File: src/rtl/ysyx_25030081_alu_arb.sv
// Round-robin arbiter/sequencer sharing one combinational ALU between NREQ requesters.
// Optional opcode legality check: define YSYX_25030081_ALU_ARB_OPCHK_EN.
module ysyx_25030081_alu_arb #(
  parameter int NREQ       = 2,
  parameter int DATA_WIDTH = 32,
  parameter int TAG_W      = 4
) (
  input  logic                       clk,
  input  logic                       rst_n,
  input  logic [NREQ-1:0]            req_valid,
  output logic [NREQ-1:0]            req_ready,
  input  logic [NREQ*4-1:0]          req_op,
  input  logic [NREQ*DATA_WIDTH-1:0] req_op1,
  input  logic [NREQ*DATA_WIDTH-1:0] req_op2,
  input  logic [NREQ*TAG_W-1:0]      req_tag,
  output logic [NREQ-1:0]            rsp_valid,
  input  logic [NREQ-1:0]            rsp_ready,
  output logic [DATA_WIDTH-1:0]      rsp_out,
  output logic                       rsp_zero,
  output logic                       rsp_less,
  output logic [TAG_W-1:0]           rsp_tag,
  output logic                       rsp_err,
  output logic [3:0]                 alu_op,
  output logic [DATA_WIDTH-1:0]      alu_op1,
  output logic [DATA_WIDTH-1:0]      alu_op2,
  input  logic [DATA_WIDTH-1:0]      alu_out,
  input  logic                       alu_zero,
  input  logic                       alu_less
);
  localparam int IDW = (NREQ > 2) ? 2 : 1;

  typedef enum logic [1:0] {IDLE, EXEC, RESP} state_e;

  state_e                state_q, state_d;
  logic [IDW-1:0]        last_grant_q, last_grant_d;
  logic [IDW-1:0]        id_q, id_d;
  logic [3:0]            op_q, op_d;
  logic [DATA_WIDTH-1:0] op1_q, op1_d, op2_q, op2_d;
  logic [TAG_W-1:0]      tag_q, tag_d;
  logic                  err_q, err_d;
  logic [DATA_WIDTH-1:0] out_q, out_d;
  logic                  zero_q, zero_d, less_q, less_d, rerr_q, rerr_d;

  logic [IDW-1:0]        gnt_id, idx;
  logic                  gnt_found, op_ok;
  logic [3:0]            sel_op;

  // Search upward from last_grant+1 so the most recently served requester is last.
  always_comb begin
    gnt_found = 1'b0;
    gnt_id    = '0;
    idx       = '0;
    for (int k = 1; k <= NREQ; k++) begin
      idx = IDW'((int'(last_grant_q) + k) % NREQ);
      if (!gnt_found && req_valid[idx]) begin
        gnt_found = 1'b1;
        gnt_id    = idx;
      end
    end
  end

  assign sel_op = req_op[4*gnt_id +: 4];

`ifdef YSYX_25030081_ALU_ARB_OPCHK_EN
  always_comb begin
    case (sel_op)
      4'b0000, 4'b1000, 4'b0001, 4'b0010, 4'b1010, 4'b0011,
      4'b0100, 4'b0101, 4'b1101, 4'b0110, 4'b0111: op_ok = 1'b1;
      default:                                      op_ok = 1'b0;
    endcase
  end
`else
  assign op_ok = 1'b1;
`endif

  always_comb begin
    state_d      = state_q;
    last_grant_d = last_grant_q;
    id_d         = id_q;
    op_d         = op_q;
    op1_d        = op1_q;
    op2_d        = op2_q;
    tag_d        = tag_q;
    err_d        = err_q;
    out_d        = out_q;
    zero_d       = zero_q;
    less_d       = less_q;
    rerr_d       = rerr_q;
    req_ready    = '0;
    rsp_valid    = '0;
    unique case (state_q)
      IDLE: if (gnt_found) begin
        req_ready[gnt_id] = 1'b1;
        id_d    = gnt_id;
        tag_d   = req_tag[TAG_W*gnt_id +: TAG_W];
        // Illegal ops run as 0+0 so the ALU sees a harmless, deterministic input.
        op_d    = op_ok ? sel_op : 4'b0000;
        op1_d   = op_ok ? req_op1[DATA_WIDTH*gnt_id +: DATA_WIDTH] : '0;
        op2_d   = op_ok ? req_op2[DATA_WIDTH*gnt_id +: DATA_WIDTH] : '0;
        err_d   = ~op_ok;
        state_d = EXEC;
      end
      EXEC: begin
        out_d   = err_q ? '0 : alu_out;
        zero_d  = err_q | alu_zero;
        less_d  = ~err_q & alu_less;
        rerr_d  = err_q;
        state_d = RESP;
      end
      RESP: begin
        rsp_valid[id_q] = 1'b1;
        if (rsp_ready[id_q]) begin
          last_grant_d = id_q;
          state_d      = IDLE;
        end
      end
      default: state_d = IDLE;
    endcase
  end

  always_ff @(posedge clk or negedge rst_n) begin
    if (!rst_n) begin
      state_q      <= IDLE;
      last_grant_q <= IDW'(NREQ-1);
      id_q         <= '0;
      op_q         <= '0;
      op1_q        <= '0;
      op2_q        <= '0;
      tag_q        <= '0;
      err_q        <= 1'b0;
      out_q        <= '0;
      zero_q       <= 1'b0;
      less_q       <= 1'b0;
      rerr_q       <= 1'b0;
    end else begin
      state_q      <= state_d;
      last_grant_q <= last_grant_d;
      id_q         <= id_d;
      op_q         <= op_d;
      op1_q        <= op1_d;
      op2_q        <= op2_d;
      tag_q        <= tag_d;
      err_q        <= err_d;
      out_q        <= out_d;
      zero_q       <= zero_d;
      less_q       <= less_d;
      rerr_q       <= rerr_d;
    end
  end

  assign alu_op   = op_q;
  assign alu_op1  = op1_q;
  assign alu_op2  = op2_q;
  assign rsp_out  = out_q;
  assign rsp_zero = zero_q;
  assign rsp_less = less_q;
  assign rsp_tag  = tag_q;
  assign rsp_err  = rerr_q;

endmodule

File: config.mk
export PLATFORM = sky130hd
export DESIGN_NAME = ysyx_25030081_alu_arb
export DESIGN_NICKNAME = d
export VERILOG_FILES = /design/src/rtl/ysyx_25030081_alu_arb.sv
export SDC_FILE = /design/constraint.sdc
export NUM_CORES = 1
export LEC_CHECK = 0
export ABC_AREA = 1
export CORE_ASPECT_RATIO = 0.5
export CORE_MARGIN = 2
export CORE_UTILIZATION = 35
export DETAILED_ROUTE_END_ITERATION = 10
export HOLD_SLACK_MARGIN = 0.02
export MAX_ROUTING_LAYER = met4
export PLACE_DENSITY = 0.76
export SYNTH_ARGS = -nofsm -noshare
export SYNTH_HDL_FRONTEND = slang
export SYNTH_SLANG_ARGS = --single-unit
File: constraint.sdc
create_clock -name clk -period 1.3 [get_ports clk]
set_clock_uncertainty 0.2 [all_clocks]
set_input_delay 0.195 -clock clk [delete_from_list [all_inputs] [get_ports clk]]
set_output_delay 0.195 -clock clk [all_outputs]
set_load 0.01 [all_outputs]
==> flow_summary.toml <==
[place]
gp_routability_congestion = 0.816
detailed_place_hpwl_microns = 12800
portBuffers = 293
dp_slack_ps = -691

[finish]
multi_input_area_sq_um = 2590
antennaDiodeCount = 0
final_common_cell = "nand2_1"
utilization_pct = 65.9
final_cell_mix = "nand2_1 (348), clkdlybuf4s50_1 (181), dfrtp_1 (109)"
layout-drive-gt1-share_pct = 26.4
nFillCells = 1193
nNetsFinal = 1234
area_growth_pct = 81.1
regArea_sq_um = 2750

[timing]
drv_slew = 0
final_hold_viol_count = 0
relSlewSlack_pct = 64.6
setup_violations = 113
final.min_clock_period_ps = 1700
whs_ps = 195
tightest_slew_ps = 531
fmax_ghz = 0.590
rsz0062_at_grt = "true"
finalCritPeriodShare_pct = 130
layout_setup_ws_ps = -395

[logic_synthesis]
synth-xor-area-share_pct = 0
avgSynthCellArea_sq_um = 7.46
synth_compound_area_share_pct = 0.326
yosysSeqAreaShare_pct = 51.3
yosys-top-cells-area = "dfrtp_1 (51%), nand2_1 (28%), nand3_1 (9.9%), nand3b_1 (3.1%), buf_2 (2.9%)"
synthMuxAreaShare_pct = 0
synth_cell_types = 19
yosysTopAreaCellShare_pct = 50.8
synthAdderAreaFrac_pct = 0
syn_inst = 719
synth_area_sq_um = 5370
yosys.area_share.simple_pct = 41.2
synth_seq_cells = 110
synth_top_family_by_area = "simple AND/OR/NAND/NOR gates"
syn_nets = 903
ys.warnings.count = 0
netlist.top_cell.by_area = "dfrtp_1"

[drt]
first_iter_violations = 303
vias = 6116
drt_wl_total_microns = 21000
firstDrtPassIters = 5
drc = 0
vias_per_cell = 4.88
routedWlPerCell_microns = 16.7
ant_nets = 0

[pwr]
p_int_mw = 12.2
p_leak_nw = 5.12
switching_power_mw = 8.03
pwr-share-clk_pct = 15.1
swShare_pct = 39.6
combPwrFrac_pct = 55.2
ir_worst_vdd_mv = 1.12
seqPwrFrac_pct = 29.7
p_per_area_nw_per_um2 = 2090

[global_routing]
grt_pass1_vias = 5684
overflow = 0
grt_pass1_wl_microns = 28800
antenna_found_initial = 0
grtUsageTotal_pct = 22.9
grt_max_degree = 46

[clocking]
cts_made_buffers = 9
clockBufferDepth = 2
clock_latency_ps = 350
clk_pin_slew_worst_paths_ps = 80
ctsHtreeMaxLevel = 3
cts.root.buffer_cell = "clkbuf_16"
cts_tree = "yes"
clock-sinks = 110

[run_status]
violations = "setup timing"
outcome = "complete, but fails checks"

[setup_path]
cp-end-kind = "output port"
startpoint_type = "flip-flop"
slowest_delay_ps = 560
critPathArrivalTime_ps = 1300
crit_chain = "nand2_4 > nand2_4 > nor2_4 > buf_6"
crit_fanout = 5
rrSetupSlack_ps = -350
crit_path_top_delay_cell = "dfstp_2"
cp_data_required_time_ps = 900
crit_type = "flip-flop to output port"
crit_top_cell = "nand2_4"

[hold_path]
min_path_type = "primary input to flip-flop"

[floorplanning]
die_x_microns = 179
io_pins = 295
num_rows = 31
die-area_sq_um = 16400
core_sq_um = 14700
start_util_pct = 36.4
die_h_microns = 91.6

[job]
max_cap_viol_count = 0
==> worst max-delay path, delay by kind of cell, from the launching register on <==
family / cells / cell delay (ps)
buffers and inverters: 1 / 110
AND/OR/NAND/NOR: 3 / 280
flip-flops: 1 / 560
==> layer usage <==
layer  vias up  wire, microns  track usage [%]
met1      2923           8270             26.5
met5         -              0                -
li1       2904              -                -
met2       237          10700             40.8
met4         0            650             6.79
met3        52           1330             3.98
==> worst paths after layout <==
path	from	endpoint	depth (start not counted)
min in group asynchronous	rst_n	alu_op2[8]$_DFFE_PN0P_	3
hold reg to reg	rsp_out[2]$_DFFE_PN0N_	rsp_out[2]$_DFFE_PN0N_	2
max in group asynchronous	rst_n	last_grant_q$_DFFE_PN1P_	3
setup reg to reg	state_q[1]$_DFFE_PN0P_	rsp_out[1]$_DFFE_PN0N_	6
hold / removal	alu_out[10]	rsp_out[10]$_DFFE_PN0N_	3
setup / recovery	last_grant_q$_DFFE_PN1P_	req_ready[1]	4
==> cells in the mapped netlist <==
cell type	count
a21oi_1	1
buf_1	1
buf_2	31
buf_4	9
buf_6	3
clkbuf_1	5
conb_1	1
dfrtp_1	109
dfstp_2	1
inv_1	24
inv_2	3
nand2_1	394
nand2_2	1
nand3_1	106
nand3b_1	22
nor2_1	5
nor2_4	1
o21ai_0	1
o21bai_1	1
==> sequential cells by signal, summed over array words and instances (netlist names) <==
| register | cells |
|---|---|
| alu_op1 | 32 |
| alu_op2 | 32 |
| rsp_out | 32 |
| alu_op | 4 |
| rsp_tag | 4 |
| state_q | 2 |
| id_q | 1 |
| last_grant_q | 1 |
| rsp_less | 1 |
| rsp_zero | 1 |
==> area by class of cell <==
class	instances	area share, %
tap	198	2.55
timing repair buffer	369	38.1
sequential	110	28.3
clock inverter	7	1.08
multi-input combinational	533	26.6
inverter	27	1.04
clock buffer	9	2.32
==> logic make-up after synthesis <==
| family | Yosys count |
|---|---|
| flops | 110 |
| simple gates | 529 |
| compound gates | 3 |
| other cells | 1 |
| buf+inv | 76 |
==> repair_timing <==
action                     4_1_cts  5_1_grt
hold endpoints to repair       110        0
cloned                           5       19
pin swaps                        6       18
gates resized for setup        468      105
hold buffers                     1        0
buffers inserted                18        8
setup endpoints to repair      218      170
==> per-stage QoR <==
stage	power (mW)	instances	area, sq um	setup TNS, ps
2_1_floorplan	10.6	719	5470	-5200
3_3_place_gp	15.5	1186	8600	-55500
3_5_place_dp	15.7	1186	8600	-57940
4_1_cts	18.5	1226	8790	-33920
5_1_grt	21.6	1253	9720	-39810
6_report	20.3	1253	9720	-32020
==> power groups by stage <==
| stage | clock network (mW) | logic (mW) | registers (mW) |
|---|---|---|---|
| final | 3.06 | 11.2 | 6.02 |
| after detailed placement | 0 | 9.69 | 6.05 |
| after CTS | 3.12 | 9.40 | 5.95 |
| after global placement | 0 | 9.50 | 6.01 |
| after floorplan | 0 | 3.85 | 6.75 |
| after global routing | 3.24 | 12.1 | 6.25 |
Power figures use the tool's default switching activity.
